[src/rtl/fetch_pkg.sv]
// fetch_pkg: types and constants shared by the instruction-fetch stage.
//   NOP_INST      : word delivered with a misaligned-target marker
//   fetch_state_e : fetch FSM states
//   fetch_entry_t : one buffered fetch result {pc, inst, err}
package fetch_pkg;

  localparam logic [31:0] NOP_INST = 32'h0000_0013;

  typedef enum logic [1:0] {
    FS_RUN,   // normal sequential fetch
    FS_ERR,   // emit one misalign marker entry
    FS_HALT   // fetch stopped until the next redirect
  } fetch_state_e;

  typedef struct packed {
    logic [31:0] pc;
    logic [31:0] inst;
    logic        err;
  } fetch_entry_t;

  // RV32I instructions are word aligned; any low bit set is a bad target.
  function automatic logic is_misaligned(input logic [31:0] addr);
    return addr[1:0] != 2'b00;
  endfunction

endpackage

[src/rtl/fetch_fifo.sv]
// fetch_fifo: small circular buffer of fetch entries.
//   clk_i, rst_i : clock, asynchronous active-high reset
//   push_i       : write wdata_i at the tail (ignored on flush or when full
//                  without a simultaneous pop)
//   pop_i        : drop the head (ignored when empty)
//   flush_i      : discard all entries; overrides push_i
//   wdata_i      : entry to write
//   rdata_o      : head entry, all zero when empty
//   valid_o      : buffer holds at least one entry
//   count_o      : number of entries held
module fetch_fifo
  import fetch_pkg::*;
#(
  parameter int DEPTH = 2,
  localparam int AW = $clog2(DEPTH),
  localparam int CW = AW + 1
) (
  input  logic         clk_i,
  input  logic         rst_i,
  input  logic         push_i,
  input  logic         pop_i,
  input  logic         flush_i,
  input  fetch_entry_t wdata_i,
  output fetch_entry_t rdata_o,
  output logic         valid_o,
  output logic [CW-1:0] count_o
);

  fetch_entry_t  mem_q [DEPTH];
  logic [AW-1:0] wr_ptr_q, rd_ptr_q;
  logic [CW-1:0] count_q;
  logic          pop_eff, push_eff;

  assign pop_eff  = pop_i && (count_q != '0);
  // A full buffer can still take a write when the head leaves this cycle.
  assign push_eff = push_i && !flush_i && ((count_q != CW'(DEPTH)) || pop_eff);

  // Pointers wrap naturally because DEPTH is a power of two.
  always_ff @(posedge clk_i or posedge rst_i) begin
    if (rst_i) begin
      wr_ptr_q <= '0;
      rd_ptr_q <= '0;
      count_q  <= '0;
    end else if (flush_i) begin
      wr_ptr_q <= '0;
      rd_ptr_q <= '0;
      count_q  <= '0;
    end else begin
      if (push_eff) wr_ptr_q <= wr_ptr_q + AW'(1);
      if (pop_eff)  rd_ptr_q <= rd_ptr_q + AW'(1);
      case ({push_eff, pop_eff})
        2'b10:   count_q <= count_q + CW'(1);
        2'b01:   count_q <= count_q - CW'(1);
        default: count_q <= count_q;
      endcase
    end
  end

  // Storage carries no reset; stale contents are masked by the count.
  always_ff @(posedge clk_i) begin
    if (push_eff) mem_q[wr_ptr_q] <= wdata_i;
  end

  assign valid_o = (count_q != '0);
  assign rdata_o = valid_o ? mem_q[rd_ptr_q] : '0;
  assign count_o = count_q;

endmodule

[src/rtl/fetch_unit.sv]
// fetch_unit: RV32I instruction-fetch stage.
//   clk_i, rst_i        : clock, asynchronous active-high reset
//   redirect_valid_i/pc : PC change request from execute (highest priority)
//   imem_addr_o         : byte address to combinational instruction memory
//   imem_inst_i         : instruction word at imem_addr_o
//   inst_valid_o/ready_i: valid/ready handshake towards decode
//   inst_o, inst_pc_o   : head instruction and its PC (zero when empty)
//   inst_err_o          : head is a misaligned-target marker
module fetch_unit
  import fetch_pkg::*;
#(
  parameter logic [31:0] RESET_PC   = 32'h0000_0000,
  parameter int          FIFO_DEPTH = 2
) (
  input  logic        clk_i,
  input  logic        rst_i,
  input  logic        redirect_valid_i,
  input  logic [31:0] redirect_pc_i,
  output logic [31:0] imem_addr_o,
  input  logic [31:0] imem_inst_i,
  output logic        inst_valid_o,
  input  logic        inst_ready_i,
  output logic [31:0] inst_o,
  output logic [31:0] inst_pc_o,
  output logic        inst_err_o
);

  localparam int CW = $clog2(FIFO_DEPTH) + 1;

  fetch_state_e  state_q, state_d;
  logic [31:0]   pc_q, pc_d;
  logic          push, pop, push_ok, flush;
  fetch_entry_t  push_entry, head_entry;
  logic [CW-1:0] count;

  assign pop     = inst_valid_o && inst_ready_i;
  assign push_ok = (count < CW'(FIFO_DEPTH)) || pop;

  always_ff @(posedge clk_i or posedge rst_i) begin
    if (rst_i) begin
      state_q <= FS_RUN;
      pc_q    <= RESET_PC;
    end else begin
      state_q <= state_d;
      pc_q    <= pc_d;
    end
  end

  always_comb begin
    state_d    = state_q;
    pc_d       = pc_q;
    push       = 1'b0;
    flush      = 1'b0;
    push_entry = '{pc: pc_q, inst: imem_inst_i, err: 1'b0};

    if (redirect_valid_i) begin
      // A pop this cycle still completes at decode; only the rest is dropped.
      flush   = 1'b1;
      pc_d    = redirect_pc_i;
      state_d = is_misaligned(redirect_pc_i) ? FS_ERR : FS_RUN;
    end else begin
      case (state_q)
        FS_RUN: begin
          if (push_ok) begin
            push = 1'b1;
            pc_d = pc_q + 32'd4;
          end
        end
        FS_ERR: begin
          // The bad target is never sent to memory as a fetch; a NOP stands in.
          if (push_ok) begin
            push       = 1'b1;
            push_entry = '{pc: pc_q, inst: NOP_INST, err: 1'b1};
            state_d    = FS_HALT;
          end
        end
        default: ;  // FS_HALT: wait for a redirect
      endcase
    end
  end

  fetch_fifo #(.DEPTH(FIFO_DEPTH)) u_fifo (
    .clk_i   (clk_i),
    .rst_i   (rst_i),
    .push_i  (push),
    .pop_i   (pop),
    .flush_i (flush),
    .wdata_i (push_entry),
    .rdata_o (head_entry),
    .valid_o (inst_valid_o),
    .count_o (count)
  );

  assign imem_addr_o = pc_q;
  assign inst_o      = head_entry.inst;
  assign inst_pc_o   = head_entry.pc;
  assign inst_err_o  = head_entry.err;

endmodule

[config.mk]
export PLATFORM = sky130hd
export DESIGN_NAME = fetch_unit
export DESIGN_NICKNAME = d
export VERILOG_FILES = /design/src/rtl/fetch_pkg.sv /design/src/rtl/fetch_fifo.sv /design/src/rtl/fetch_unit.sv
export SDC_FILE = /design/constraint.sdc
export NUM_CORES = 1
export LEC_CHECK = 0
export CORE_MARGIN = 2
export CORE_UTILIZATION = 40
export DETAILED_ROUTE_END_ITERATION = 12
export PLACE_DENSITY = 0.65
export SYNTH_ARGS = -nofsm -noshare
export SYNTH_HDL_FRONTEND = slang
export SYNTH_SLANG_ARGS = --single-unit
[constraint.sdc]
create_clock -name clk_i -period 9.5 [get_ports clk_i]
set_input_delay 1.425 -clock clk_i [delete_from_list [all_inputs] [get_ports clk_i]]
set_output_delay 1.425 -clock clk_i [all_outputs]
set_load 0.005 [all_outputs]
* After elaboration in Yosys (flattened, before gate mapping)
Memories as Yosys holds them, arrays and structs flattened. Cells that the tools add are included.
Operators by class: add/sub/neg operators 5, magnitude comparators 1, equal/unequal tests 4, multiplexer cells 23, reductions and logical operators 19
Operator list (count):
- $mux 33 | 3
- $mux 32 | 3
- $mux 65 | 1
- $add 32x3->32 const B | 1
- $reduce_bool 2->1 | 7
- $mux 1 | 11
- $mux 2 | 4
- $eq 2x1->1 const B | 2
- $logic_and 1x1->1 | 4
- $pmux 2 s2 | 1
- $reduce_and 2->1 | 2
- $reduce_bool 3->1 | 1
- $add 1x1->1 const B | 2
- $add 2x1->2 const B | 1
- $eq 2x2->1 const B | 1
- $logic_not 2->1 | 1
- $logic_or 1x1->1 | 2
- $lt 2x2->1 const B | 1
- $ne 2x2->1 const B | 1
- $reduce_or 2->1 | 1
- $sub 2x1->2 const B | 1
- $logic_not 1->1 | 1
Storage, ports and cells: bits in registers 38, RAM bits 130, bits of input ports 68, output and inout bits 98, logic and storage cells 58, memories kept 1
Memories:
- u_fifo.mem_q | words 2, bits a word 65, rd ports 1, clocked after Yosys merged registers in 0, write ports 1, RTL line fetch_fifo.sv:29 | fetch_entry_t mem_q [DEPTH];

* Longest topological paths before layout
Gate-level depths: netlist of the first run.
depth after elaboration 11, mapped depth 6, depth with buffers taken out 5

* Hierarchy
Synthesis of the first run repeated with hierarchy kept, for this count alone.
Unflattened totals: cells, all modules 619, area, all modules 7671.1 um2
By module, submodules not included:
- fetch_fifo | times used 1, cells an instance 305, area an instance 5136.2 um2, sequential area each 4003.8 um2
- fetch_unit | times used 1, cells an instance 314, area an instance 2534.9 um2, sequential area each 850.8 um2

* Worst setup path after synthesis of the first run
No wires, ideal clock.
path kind in2reg, start point input redirect_valid_i, end point memory u_fifo.mem_q[0][0] (netlist bit), enable pin, library setup time 0.649 ns, data arrival time 8.182 ns, slack 0.669 ns, cell stages on the path 4, cells stage by stage clkbuf_1 > clkbuf_1 > clkbuf_1 > nor4_1
Between the ends: cells in the longest elaborated chain, start to end 6
RTL lines:
- start: declaration | RTL line fetch_unit.sv:17 | input logic redirect_valid_i,
- $mux 1 | RTL line fetch_unit.sv:56 | if (redirect_valid_i) begin
- $logic_not 1->1 | RTL line fetch_fifo.sv:36 | assign push_eff = push_i && !flush_i && ((count_q != CW'(DEPTH)) || pop_eff);
- $logic_and 1x1->1 * (2 in series) | RTL line fetch_fifo.sv:36
- $mux 1 * | RTL line fetch_fifo.sv:61 | if (push_eff) mem_q[wr_ptr_q] <= wdata_i;
- $mux 1 (not written as such) * | RTL line fetch_fifo.sv:61
- end: declaration | RTL line fetch_fifo.sv:29
Mark *: on every way between the ends. The rest lies on a longest branch, timed or not.

* Worst setup path after layout of the first run
start point register u_fifo.rd_ptr_q, end point output inst_o[25]
Between the ends: cells in the longest elaborated chain, start to end 2
RTL lines:
- start: declaration | RTL line fetch_fifo.sv:30 | logic [AW-1:0] wr_ptr_q, rd_ptr_q;
- start signal: assignment | RTL line fetch_fifo.sv:50 | if (pop_eff) rd_ptr_q <= rd_ptr_q + AW'(1);
- $mem_v2 2x65
- $mux 65 | RTL line fetch_fifo.sv:65 | assign rdata_o = valid_o ? mem_q[rd_ptr_q] : '0;
- end: declaration | RTL line fetch_unit.sv:23 | output logic [31:0] inst_o,
No other way between the ends.

==> results of run 1 <==
[synth_stat cells (4+ instances only)]
cell      count
buf_2        10
inv_1         9
o311ai_1      6
a21oi_1       4
buf_4        34
o21ai_0      17
mux2i_1      67
nor2b_1      35
nor3_1        6
o31ai_1      13
a22oi_1       5
a31oi_1       8
or4_1         6
and3_1        4
nor2_1       82
and4_1        5
buf_1         6
nor4_1        5
dfrtp_1      38
nand3_1      18
edfxtp_1    130
and2_1        5
or2_2         6
clkbuf_1     20
xor2_1        6
nand4_1      23
nand2_1      25
[final cells by class]
cell class | count | area [sq um]
fillers | 1601 | 8910
flip-flops and latches | 168 | 4860
multi-input cells | 372 | 2410
repair buffers | 172 | 1700
clock buffers | 28 | 487
well taps | 234 | 293
clock inverters | 4 | 72.6
inverters | 9 | 33.8
[logic make-up (layout without fill, tap and decap cells)]
kind of cell             Yosys count  after routing  synth area share
buffers and inverters             79            213            0.0568
flip-flops                       168            168             0.631
AND/OR/NAND/NOR                  232            232             0.157
XOR/XNOR                           7              7           0.00797
adder cells (fa/ha/maj)            1              1           0.00163
multiplexers                      69             69            0.0901
AO/OA/AOI/OAI                     63             63            0.0552
[power by group]
part           total (mW)  leakage (nW)  internal, mW  switching, mW
logic               0.443          1.50         0.238          0.205
clock network       0.661         0.267         0.401          0.260
registers           0.951          1.65         0.890         0.0613
total                2.06          3.42          1.53          0.526
[through the flow]
| stage | std cells | setup slack (ns) |
|---|---|---|
| 4_1_cts | 987 | 5.32 |
| 6_report | 987 | 5.39 |
| 2_1_floorplan | 619 | 0.669 |
| 3_3_place_gp | 955 | 5.79 |
| 5_1_grt | 987 | 5.19 |
| 3_5_place_dp | 955 | 5.78 |
[critical path, stage by stage, from the launching register on]
cell	delay, ns
dfrtp_4	0.77
buf_4	0.62
mux2i_1	0.16
nor2_1	0.18
clkdlybuf4s50_1	0.53
[worst paths after layout]
| kind | from | depth (start not counted) | to |
|---|---|---|---|
| worst max-delay path | u_fifo.rd_ptr_q | 4 | inst_o[25] |
| worst min-delay path | imem_addr_o[1] | 0 | u_fifo.mem_q[0][34] |
| worst max register to register | state_q[1] | 4 | imem_addr_o[19] |
| worst min register to register | imem_addr_o[1] | 0 | u_fifo.mem_q[0][34] |
| max in group asynchronous | rst_i | 3 | u_fifo.rd_ptr_q |
| min in group asynchronous | rst_i | 3 | u_fifo.rd_ptr_q |
[metal layers]
layer	wire length, microns	global-route usage
met1	7900	0.237
met2	8640	0.294
met3	1060	0.0429
met4	180	0.0505
met5	13	0
[state kept, by name, summed over array words and instances (netlist names)]
name / count
imem_addr_o: 32
u_fifo.wr_ptr_q: 1
u_fifo.mem_q: 130
state_q: 2
u_fifo.count_o: 2
u_fifo.rd_ptr_q: 1
==> flow_summary.json, run 1 <==
{
  "final_nets": 809,
  "drc": 0,
  "worstSetupEndpointType": "output port",
  "critPathArrivalTime_ns": 2.68,
  "io_pins": 166,
  "cts_buffers": 17,
  "yosysSeqAreaShare": 0.631,
  "antenna_found_initial": 1,
  "ys_warn_count": 0,
  "power_density_nw_per_um2": 208,
  "status": "complete, no violations",
  "ctsHoldBuffers": 0,
  "worst_pin_slew_ns": 0.938,
  "clk_latency_ns": 0.42,
  "peakVddDrop_v": 0.000122,
  "max_freq_ghz": 0.243,
  "drt_pre_antenna_iters": 4,
  "gp_congestion": 0.788,
  "die_width_microns": 143,
  "setup_tns_ns": 0,
  "syn2layout_area_growth_pct": 28.2,
  "clock_sinks": 168,
  "routedWlPerCell_microns": 18.0,
  "grt_pass1_vias": 5358,
  "post-route-util": 0.525,
  "final_common_cell": "clkdlybuf4s50_1",
  "ys.flop_type": "edfxtp_1",
  "grt_overflow": 0,
  "clkTransAtPathRegs_ns": 0.06,
  "finalHoldViolCount": 0,
  "cap_violations": 0,
  "grt_pass1_wl_microns": 28100,
  "tritoncts": "done",
  "p_leak_nw": 3.42,
  "startpoint_type": "register",
  "start_util": 0.410,
  "finalCritPeriodShare": 0.432,
  "syn-cell-area_sq_um": 7690,
  "synth_top_area_frac": 0.508,
  "cp_max_fo": 38,
  "cts_setup_buffers": 0,
  "hold_class": "register to register",
  "totalPowerFinal_mw": 2.06,
  "cts.path.max_buffers": 2,
  "core-area_sq_um": 18800,
  "min_period_ns": 4.11,
  "detail_route.vias_per_cell": 5.30,
  "holdWs_ns": 0.513,
  "setup_viol": 0,
  "async_flop_share": 0.226,
  "synth.ff_latch_count": 168,
  "grt_start_max_net_pins": 66,
  "rows": 50,
  "dieArea_sq_um": 20400,
  "synth_area_leaders": "edfxtp_1 (51%), dfrtp_1 (12%), mux2i_1 (8.7%)",
  "synth_top_area_cell": "edfxtp_1",
  "finalWirelength_microns": 17800,
  "rsz0062_at_grt": "false",
  "die_h_microns": 143,
  "path_class": "register to output port",
  "drtIter0Drc": 294,
  "reg2reg_slack_ns": 7.01,
  "hpwl_microns": 11500,
  "final_cell_area_sq_um": 9860,
  "final_cell_mix": "clkdlybuf4s50_1 (164), edfxtp_1 (130), nor2_1 (81)",
  "finClkSkew_ns": 0.00758,
  "relSlewSlack": 0.375,
  "ant_nets": 0,
  "worstPathRequired_ns": 8.08,
  "cts_root_buffer": "clkbuf_16",
  "portBuffers": 165,
  "post_cts_resized": 0,
  "postSynthCellCount": 619,
  "drive_gt1_frac": 0.0624,
  "h-tree-depth": 4,
  "place_area_sq_um": 9300,
  "ys_types": 46,
  "track_usage": 0.179,
  "synth_edf_count": 130,
  "synth_area_per_cell_sq_um": 12.4,
  "synth_nets": 688,
  "vias": 5235,
  "maxSlewViolCount": 0,
  "num_antenna_cells": 0
}
No activity file was read; power rests on OpenSTA's default activity.
==> inputs of run 2 (changes only) <==
==> constraint.sdc (replaced) <==
create_clock -name clk_i -period 3.8 [get_ports clk_i]
set_input_delay 0.57 -clock clk_i [delete_from_list [all_inputs] [get_ports clk_i]]
set_output_delay 0.57 -clock clk_i [all_outputs]
set_load 0.005 [all_outputs]
==> run 2 against run 1 <==
Compared with the run above:
- critical endpoint is now inst_pc_o[15]
- total power increased to 2.6 times the previous value
- setup slack got worse by 4.5 ns
- via count decreased by 0.23%
- critical path depth unchanged
- die area unchanged
- final cell count increased by 0.20%
- largest cell class unchanged
==> flow_summary.json, run 2 (same netlist as run 1, synthesis figures left out) <==
{
  "finalWirelength_microns": 17600,
  "pwr-share-seq": 0.453,
  "rsz0062_at_grt": "false",
  "ant_nets": 0,
  "cp_max_fo": 26,
  "place_area_sq_um": 9340,
  "multi_input_area_sq_um": 2420,
  "max_freq_ghz": 0.340,
  "grt_pass1_vias": 5192,
  "die_h_microns": 143,
  "finClkSkew_ns": 0.00632,
  "timing.rr.end": "imem_addr_o[19]",
  "final_cell_mix": "clkdlybuf4s50_1 (164), edfxtp_1 (130), nor2_1 (81)",
  "cts_buffers": 17,
  "clock_sinks": 168,
  "hold_class": "register to register",
  "r2r-start": "state_q[1]",
  "reg2reg_depth": 4,
  "routedWlPerCell_microns": 17.8,
  "largest_register_ffs": 130,
  "start_util": 0.410,
  "peakVddDrop_v": 0.000313,
  "holdWs_ns": 0.503,
  "final_cell_area_sq_um": 9940,
  "ctsHoldBuffers": 0,
  "grt_pass1_wl_microns": 27400,
  "relSlewSlack": 0.369,
  "p_comb_frac": 0.214,
  "critPathArrivalTime_ns": 2.37,
  "drive_gt1_frac": 0.0743,
  "track_usage": 0.176,
  "crit_path_end": "inst_pc_o[15]",
  "cts_root_buffer": "clkbuf_16",
  "h-tree-depth": 4,
  "status": "complete, no violations",
  "worstSetupEndpointType": "output port",
  "path_class": "register to output port",
  "hpwl_microns": 11700,
  "setup_viol": 0,
  "tritoncts": "done",
  "register_area_sq_um": 4860,
  "setup_tns_ns": 0,
  "power.switching_mw": 1.37,
  "maxSlewViolCount": 0,
  "cap_violations": 0,
  "worst_pin_slew_ns": 0.947,
  "critPathLaunch": "u_fifo.count_o[1]",
  "io_pins": 166,
  "startpoint_type": "register",
  "grt_start_max_net_pins": 66,
  "drt_pre_antenna_iters": 6,
  "pwr-share-clk": 0.333,
  "reg2reg_slack_ns": 1.28,
  "finalCritPeriodShare": 0.774,
  "antenna_found_initial": 2,
  "syn2layout_area_growth_pct": 29.2,
  "grt_overflow": 0,
  "finalNonFillerCells": 989,
  "gp_congestion": 0.806,
  "core-area_sq_um": 18800,
  "die_width_microns": 143,
  "cts_setup_buffers": 0,
  "final_nets": 811,
  "p_leak_nw": 3.45,
  "worstPathRequired_ns": 3.23,
  "p_int_mw": 3.87,
  "min_period_ns": 2.94,
  "drc": 0,
  "rows": 50,
  "vias": 5223,
  "final_common_cell": "clkdlybuf4s50_1",
  "cts.path.max_buffers": 2,
  "regMostFlops": "u_fifo.mem_q",
  "portBuffers": 165,
  "detail_route.vias_per_cell": 5.28,
  "clkTransAtPathRegs_ns": 0.06,
  "post_cts_resized": 0,
  "switching_share": 0.262,
  "nFillCells": 1611,
  "finalHoldViolCount": 0,
  "worstHoldStart": "imem_addr_o[0]",
  "power_density_nw_per_um2": 527,
  "dpl.cell_count": 957,
  "dieArea_sq_um": 20400,
  "drtIter0Drc": 409,
  "clk_latency_ns": 0.42
}
## run 2: power by group through the flow
stage | registers [mW] | clock network (mW) | logic (mW)
2_1_floorplan | 2.34 | 0 | 0.623
5_1_grt | 2.40 | 1.86 | 1.23
4_1_cts | 2.38 | 1.77 | 1.14
3_5_place_dp | 2.42 | 0 | 1.13
6_report | 2.38 | 1.74 | 1.12
3_3_place_gp | 2.40 | 0 | 1.12
## run 2: stage by stage
stage               worst slack [ns]  utilization  total power [mW]
CTS                            0.796        0.529              5.29
global route                   0.671        0.529              5.49
floorplan                     0.0846            -              2.97
global placement               0.888        0.497              3.52
detailed placement             0.779        0.497              3.55
finish                         0.858        0.529              5.24
## run 2: layer usage
layer  share of wire  track usage  up-vias
met5         0.00079            0        -
met4           0.013       0.0552        2
met3           0.067       0.0402       21
met2            0.47        0.286      195
met1            0.45        0.236     2509
li1                -            -     2496
## run 2: critical path: stages (launching register included)
cell	delay (ns)
dfrtp_1	0.45
nor2_4	0.57
buf_4	0.38
nor2_1	0.09
clkdlybuf4s50_1	0.45
## run 2: worst min-delay path by stage
stage | to | slack, ns | cells after the start
after floorplan | u_fifo.mem_q[0][48] | 0.46 | 0
after global placement | u_fifo.mem_q[1][33] | 0.48 | 0
after detailed placement | u_fifo.mem_q[1][33] | 0.49 | 0
after CTS | u_fifo.mem_q[0][33] | 0.51 | 0
after global routing | u_fifo.mem_q[1][34] | 0.53 | 0
final | u_fifo.mem_q[0][33] | 0.50 | 0
## run 2: cell type report
type                    instances  area share
flip-flops and latches        168       0.489
multi-input cells             372       0.244
repair buffers                174       0.174
clock buffers                  17      0.0428
well taps                     234      0.0295
clock inverters                14      0.0175
inverters                       9     0.00340
diodes                          1    0.000252
